[config.mk]
export PLATFORM = sky130hd
export DESIGN_NAME = bp_access_sched
export DESIGN_NICKNAME = d
export VERILOG_FILES = /design/src/rtl/bp_pkg.sv /design/src/rtl/bp_sched_fifo.sv /design/src/rtl/bp_access_sched.sv
export SDC_FILE = /design/constraint.sdc
export NUM_CORES = 1
export LEC_CHECK = 0
export BUFFER_PORTS_ARGS = -buffer_cell sky130_fd_sc_hd__buf_2
export CAP_MARGIN = 20
export CORE_MARGIN = 5
export CORE_UTILIZATION = 51
export CTS_CLUSTER_SIZE = 25
export DETAILED_ROUTE_END_ITERATION = 16
export GPL_TIMING_DRIVEN = 0
export PLACE_DENSITY = 0.88
export SLEW_MARGIN = 40
export SYNTH_ARGS = -nofsm -noshare
export SYNTH_HDL_FRONTEND = slang
export SYNTH_SLANG_ARGS = --single-unit
[constraint.sdc]
create_clock -name clk -period 2.5 [get_ports clk]
set_input_delay 0.125 -clock clk [delete_from_list [all_inputs] [get_ports clk]]
set_output_delay 0.125 -clock clk [all_outputs]
set_load 0.05 [all_outputs]
[src/rtl/bp_pkg.sv]
// Package: bp_pkg
// Shared types and helpers for the branch-predictor table access scheduler.
//   HIST_W_DEF        default global-history width per thread
//   SNT/WNT/WT/ST     2-bit saturating counter encodings
//   sat_inc/sat_dec   saturating counter update helpers
//   state_t           scheduler FSM state encoding
//   entry_t           in-flight queue entry {idx, pred} at the default width
package bp_pkg;

  localparam int HIST_W_DEF = 4;

  localparam logic [1:0] SNT = 2'b00;
  localparam logic [1:0] WNT = 2'b01;
  localparam logic [1:0] WT  = 2'b10;
  localparam logic [1:0] ST  = 2'b11;

  typedef enum logic [1:0] {
    IDLE    = 2'd0,
    LK_RESP = 2'd1,
    UP_RD   = 2'd2,
    UP_WR   = 2'd3
  } state_t;

  typedef struct packed {
    logic [HIST_W_DEF:0] idx;
    logic                pred;
  } entry_t;

  function automatic logic [1:0] sat_inc(input logic [1:0] c);
    return (c == ST) ? ST : c + 2'd1;
  endfunction

  function automatic logic [1:0] sat_dec(input logic [1:0] c);
    return (c == SNT) ? SNT : c - 2'd1;
  endfunction

endpackage

[src/rtl/bp_sched_fifo.sv]
// Module: bp_sched_fifo
// Single-clock synchronous FIFO holding in-flight predictions of one thread.
// Ports:
//   clk    in   clock
//   reset  in   asynchronous active-low clear (empties the FIFO)
//   push   in   write din (ignored when full)
//   pop    in   drop the head entry (ignored when empty)
//   din    in   W-bit entry
//   dout   out  head entry (valid while !empty)
//   full   out  DEPTH entries stored
//   empty  out  no entries stored
module bp_sched_fifo #(
  parameter int DEPTH = 4,
  parameter int W     = 6
) (
  input  logic         clk,
  input  logic         reset,
  input  logic         push,
  input  logic         pop,
  input  logic [W-1:0] din,
  output logic [W-1:0] dout,
  output logic         full,
  output logic         empty
);

  localparam int AW = $clog2(DEPTH);

  logic [W-1:0]  mem [DEPTH];
  logic [AW-1:0] wr_ptr;
  logic [AW-1:0] rd_ptr;
  logic [AW:0]   count;
  logic          push_ok;
  logic          pop_ok;

  assign full    = (count == (AW+1)'(DEPTH));
  assign empty   = (count == '0);
  assign push_ok = push && !full;
  assign pop_ok  = pop && !empty;
  assign dout    = mem[rd_ptr];

  // Storage needs no clear: entries are only read while counted as valid.
  always_ff @(posedge clk) begin
    if (push_ok) mem[wr_ptr] <= din;
  end

  // DEPTH is a power of two, so the pointers wrap naturally.
  always_ff @(posedge clk or negedge reset) begin
    if (!reset) begin
      wr_ptr <= '0;
      rd_ptr <= '0;
      count  <= '0;
    end else begin
      if (push_ok) wr_ptr <= wr_ptr + 1'b1;
      if (pop_ok)  rd_ptr <= rd_ptr + 1'b1;
      case ({push_ok, pop_ok})
        2'b10:   count <= count + 1'b1;
        2'b01:   count <= count - 1'b1;
        default: count <= count;
      endcase
    end
  end

endmodule

[src/rtl/bp_access_sched.sv]
// Module: bp_access_sched
// Shares one external 2-bit-counter pattern history table (1-cycle read
// latency) between two branch streams. Sequences lookups (read -> prediction)
// and resolves (read-modify-write of the counter), keeps a global history and
// an in-flight queue per thread, and counts mispredictions per thread.
// Optional feature macro: BP_SCHED_STATS_EN (per-thread lookup counters).
// Ports:
//   clk, reset            clock; asynchronous active-low reset
//   lk_valid/lk_ready     lookup request / single-cycle grant, bit = thread
//   pred_valid/pred_taken prediction pulse and direction per thread
//   rs_valid/rs_taken     resolve request for the oldest in-flight branch
//   rs_ready              single-cycle resolve grant per thread
//   tbl_rd_en/tbl_we      table read / write strobes
//   tbl_addr/tbl_wdata    table index {tid, hist} / counter write value
//   tbl_rdata             counter read data, valid the cycle after tbl_rd_en
//   mispredict_cnt        {thread1, thread0} saturating mispredict counts
//   lookup_cnt            {thread1, thread0} accepted lookups (0 without stats)
//   dbg_state             current FSM state
//
// Handshake: a request is accepted in the cycle where valid[t] and ready[t]
// are both high. Ready is a combinational single-cycle grant raised only in
// IDLE and only to an eligible thread; the requester holds valid (and
// rs_taken) until it sees ready.
module bp_access_sched
  import bp_pkg::*;
#(
  parameter int HIST_W = HIST_W_DEF,
  parameter int DEPTH  = 4,
  parameter int CNT_W  = 16
) (
  input  logic               clk,
  input  logic               reset,
  input  logic [1:0]         lk_valid,
  output logic [1:0]         lk_ready,
  output logic [1:0]         pred_valid,
  output logic [1:0]         pred_taken,
  input  logic [1:0]         rs_valid,
  input  logic [1:0]         rs_taken,
  output logic [1:0]         rs_ready,
  output logic               tbl_rd_en,
  output logic               tbl_we,
  output logic [HIST_W:0]    tbl_addr,
  output logic [1:0]         tbl_wdata,
  input  logic [1:0]         tbl_rdata,
  output logic [2*CNT_W-1:0] mispredict_cnt,
  output logic [2*CNT_W-1:0] lookup_cnt,
  output state_t             dbg_state
);

  localparam int EW = HIST_W + 2;

  state_t            state;
  logic              cur_tid;
  logic [HIST_W:0]   cur_idx;
  logic              cur_pred;
  logic              cur_taken;
  logic              rr;
  logic [HIST_W-1:0] hist   [2];
  logic [CNT_W-1:0]  mp_cnt [2];

  logic [1:0]        q_push, q_pop, q_full, q_empty;
  logic [EW-1:0]     q_din;
  logic [EW-1:0]     q_head [2];

  logic [1:0]        rs_elig, lk_elig;
  logic              grant_rs, grant_lk, gnt_tid;

  // Both eligible: take the thread rr favours; otherwise the only one eligible.
  function automatic logic pick(input logic [1:0] e, input logic r);
    return (e == 2'b11) ? r : e[1];
  endfunction

  // Resolves outrank lookups; reset gating keeps grants off while in reset.
  always_comb begin
    rs_elig  = rs_valid & ~q_empty;
    lk_elig  = lk_valid & ~q_full;
    grant_rs = reset && (state == IDLE) && (|rs_elig);
    grant_lk = reset && (state == IDLE) && !(|rs_elig) && (|lk_elig);
    gnt_tid  = (|rs_elig) ? pick(rs_elig, rr) : pick(lk_elig, rr);
  end

  assign rs_ready   = grant_rs ? {gnt_tid, ~gnt_tid} : 2'b00;
  assign lk_ready   = grant_lk ? {gnt_tid, ~gnt_tid} : 2'b00;
  assign pred_valid = (state == LK_RESP) ? {cur_tid, ~cur_tid} : 2'b00;
  assign pred_taken = pred_valid & {2{tbl_rdata[1]}};

  assign tbl_rd_en  = grant_lk || (state == UP_RD);
  assign tbl_we     = (state == UP_WR);
  assign tbl_addr   = grant_lk ? {gnt_tid, hist[gnt_tid]} :
                      (state == UP_RD || state == UP_WR) ? cur_idx : '0;
  assign tbl_wdata  = (state != UP_WR) ? 2'b00 :
                      cur_taken ? sat_inc(tbl_rdata) : sat_dec(tbl_rdata);

  assign q_push     = pred_valid;
  assign q_pop      = rs_ready;
  assign q_din      = {cur_idx, tbl_rdata[1]};

  assign mispredict_cnt = {mp_cnt[1], mp_cnt[0]};
  assign dbg_state      = state;

  for (genvar t = 0; t < 2; t++) begin : g_q
    bp_sched_fifo #(.DEPTH(DEPTH), .W(EW)) u_fifo (
      .clk   (clk),
      .reset (reset),
      .push  (q_push[t]),
      .pop   (q_pop[t]),
      .din   (q_din),
      .dout  (q_head[t]),
      .full  (q_full[t]),
      .empty (q_empty[t])
    );
  end

  always_ff @(posedge clk or negedge reset) begin
    if (!reset) begin
      state     <= IDLE;
      cur_tid   <= 1'b0;
      cur_idx   <= '0;
      cur_pred  <= 1'b0;
      cur_taken <= 1'b0;
      rr        <= 1'b0;
      for (int t = 0; t < 2; t++) begin
        hist[t]   <= '0;
        mp_cnt[t] <= '0;
      end
    end else begin
      case (state)
        IDLE: begin
          if (grant_rs) begin
            cur_tid   <= gnt_tid;
            cur_idx   <= q_head[gnt_tid][EW-1:1];
            cur_pred  <= q_head[gnt_tid][0];
            cur_taken <= rs_taken[gnt_tid];
            rr        <= ~gnt_tid;
            state     <= UP_RD;
          end else if (grant_lk) begin
            cur_tid   <= gnt_tid;
            cur_idx   <= {gnt_tid, hist[gnt_tid]};
            rr        <= ~gnt_tid;
            state     <= LK_RESP;
          end
        end
        LK_RESP: state <= IDLE;
        UP_RD:   state <= UP_WR;
        UP_WR: begin
          // History is non-speculative: it only advances on resolve.
          hist[cur_tid] <= {hist[cur_tid][HIST_W-2:0], cur_taken};
          if ((cur_taken != cur_pred) && (mp_cnt[cur_tid] != '1))
            mp_cnt[cur_tid] <= mp_cnt[cur_tid] + 1'b1;
          state <= IDLE;
        end
        default: state <= IDLE;
      endcase
    end
  end

`ifdef BP_SCHED_STATS_EN
  logic [CNT_W-1:0] lk_cnt [2];

  always_ff @(posedge clk or negedge reset) begin
    if (!reset) begin
      lk_cnt[0] <= '0;
      lk_cnt[1] <= '0;
    end else if (grant_lk && (lk_cnt[gnt_tid] != '1)) begin
      lk_cnt[gnt_tid] <= lk_cnt[gnt_tid] + 1'b1;
    end
  end

  assign lookup_cnt = {lk_cnt[1], lk_cnt[0]};
`else
  assign lookup_cnt = '0;
`endif

endmodule

==> impl_metrics.toml <==
[status]
violations = "setup timing"
outcome = "finished with violations"

[global_routing]
grt_pass1_vias = 4011
grt_overflow = 0
antenna_found_initial = 2
grt_pass1_wl_um = 22300
track_usage_pct = 22.7
grt_max_degree = 45

[yosys]
synthCells = 432
synth_top_family_by_area = "multiplexers"
yosysSeqAreaShare_pct = 54.5
synth-main-ff-cell = "dfrtp_1"
synthArstFlopShare_pct = 57.5
syn_area_per_cell_um2 = 13.0
synth.area.mux_share_pct = 13.6
synthTopCellsByArea = "dfrtp_1 (29%), edfxtp_1 (26%), buf_4 (4.9%)"
ys_ff_latch = 113
synthAdderAreaFrac_pct = 3.15
yosys.area.top_type = "dfrtp_1"
synth-simple-area-share_pct = 11.0
synth_xor_area_share_pct = 5.60
syn-cell-area_um2 = 5630
synth-compound-area-share_pct = 4.62
synth_top_area_share_pct = 28.9
yosysWarnings = 0
yosysUniqueCellTypes = 52
synth-edff-count = 48

[sta]
fin_ws_ns = -0.0576
hold_violations = 0
fin_skew_ns = 0.00731
rsz0062_at_grt = "yes"
setup_viol = 6
fin_crit_sh_pct = 102
period_needed_ns = 2.56
slew_viol_final = 0
setup_tns_ns = -0.206
relSlewSlack_pct = 54.4
worst_pin_slew_ns = 0.684
max_freq_ghz = 0.391

[floorplan]
start_util_pct = 52.0
dieWidth_um = 115
die_h_um = 115
dieArea_um2 = 13200
ios = 93
rows = 38
fp.coreArea_um2 = 10800

[worst_setup_path]
crit_arrival_ns = 2.43
crit_type = "reg2out"
worstSetupEndpointType = "output port"
critPathRequiredTime_ns = 2.38
crit_fanout = 4
start_kind = "register"

[place]
dp_hpwl_um = 8730
io_buffers = 60
preCtsSetupSlack_ns = -0.434
gp_congestion = 0.824
dp_cells = 664

[drt]
num_vias = 4316
post_drt_wl_per_cell_um = 21.6
wl_um = 15900
drt_iter0_drc = 464
antenna_left = 0
firstDrtPassIters = 5
drc = 0
via_per_inst = 5.89

[clock_network]
clockBufferDepth = 2
tritoncts = "yes"
clkLatencyLatePin_ns = 0.53
cts.root.buffer_cell = "clkbuf_8"
clk_pin_slew_ns = 0.06
htreeDepth = 4
cts_num_sinks = 113
cts_buffers = 17

[pwr]
power_w = 0.00868
p_leak_nw = 3.43
ir_worst_vdd_mv = 0.975
powerDensity_nw_per_um2 = 1170

[min_path]
worstHoldPathType = "in2async"

[finish]
insertedDiodeCount = 0
drive_gt1_share_pct = 42.2
mostFrequentLayoutCell = "buf_4"
nets = 603
fin_cells = 733
mostFrequentLayoutCells = "buf_4 (72), dfrtp_1 (62), buf_2 (53)"
area_growth_pct = 32.0

[job]
maxCapViolations = 0
-- where the power goes --
part	internal, W	total (W)	switching [W]
sequential	0.00241	0.00288	0.000465
clock	0.00143	0.00234	0.000917
combinational	0.00146	0.00346	0.00200
-- sequential cells by signal, summed over array words and instances (netlist names), 2 cells and up --
signal,count
g_q.u_fifo.wr_ptr,4
mispredict_cnt,32
cur_idx,5
hist,8
dbg_state,2
g_q.u_fifo.mem,48
g_q.u_fifo.rd_ptr,4
g_q.u_fifo.count,6
-- worst max-delay path: stages, from the launching register on --
cell and delay, ns:
dfrtp_1 0.42, o31a_1 0.33, o32a_1 0.35, nand2_4 0.14
mux2i_1 0.30, o21ai_1 0.14, buf_4 0.21
-- synth_stat cells, drive strengths merged (3+ instances only) --
| master | instances |
|---|---|
| dfrtp | 65 |
| edfxtp | 48 |
| buf | 46 |
| nand2 | 31 |
| mux2 | 27 |
| xnor2 | 24 |
| nand3 | 23 |
| mux2i | 19 |
| inv | 16 |
| mux4 | 12 |
| nor2 | 12 |
| xor2 | 12 |
| ha | 11 |
| and2 | 10 |
| o21ai | 10 |
| nand4 | 8 |
| nand3b | 7 |
| and3 | 6 |
| clkbuf | 6 |
| a21oi | 4 |
| o221ai | 4 |
| a21o | 3 |
| a31oi | 3 |
| nor3b | 3 |
-- area by class of cell --
| class | count | area, um2 |
|---|---|---|
| repair buffers | 101 | 713 |
| multi-input cells | 282 | 2450 |
| clock inverters | 15 | 160 |
| fillers | 650 | 3410 |
| inverters | 16 | 60.1 |
| flip-flops and latches | 113 | 3070 |
| plain buffers | 49 | 390 |
| well taps | 140 | 175 |
| clock buffers | 17 | 414 |
-- per-layer routing --
layer | track usage [%] | vias up | part of all wire [%] | routed length, um
met5 | 0 | - | 0.12 | 19
met4 | 11.2 | 4 | 5.3 | 844
met3 | 6.68 | 86 | 8.9 | 1420
met2 | 37.0 | 307 | 50 | 7930
met1 | 27.5 | 2138 | 36 | 5640
li1 | - | 1781 | - | -
-- logic make-up after synthesis --
group / after synthesis
AND/OR/NAND/NOR: 107
XOR/XNOR: 36
other: 1
flip-flops: 113
AO/OA/AOI/OAI: 36
adder cells (fa/ha/maj): 13
multiplexers: 58
buffers and inverters: 68
-- per-stage QoR --
step	util [%]	instance area (um2)	hold slack (ns)
finish	68.6	7430	0.0232
floorplan	-	5810	-0.171
global route	68.6	7430	0.0226
CTS	66.9	7250	0.0159
global placement	58.0	6280	0.386
detailed placement	58.3	6310	0.0362
-- path summary, 6_finish.rpt --
| check | to | start | depth (start not counted) | slack [ns] |
|---|---|---|---|---|
| min in group clk | g_q[1].u_fifo.mem[1][0] | tbl_rdata[1] | 1 | 0.03 |
| worst min-delay path | mispredict_cnt[5] | reset | 2 | 0.02 |
| worst max-delay path | tbl_addr[1] | g_q[1].u_fifo.count[2] | 6 | -0.06 |
| max in group asynchronous | cur_tid | reset | 4 | 1.88 |
| worst max register to register | g_q[0].u_fifo.count[2] | g_q[1].u_fifo.count[2] | 11 | -0.03 |
| worst min register to register | mispredict_cnt[24] | mispredict_cnt[24] | 1 | 0.51 |
-- repair_timing --
action / CTS / global route
hold buffers: 4 / 0
cloned: 0 / 1
pin swaps: 18 / 13
resized for setup: 42 / 22
endpoints found under the setup margin: 46 / 43
endpoints found under the hold margin: 66 / 0
setup buffers: 21 / 13
(Power assumes the default switching activity.)
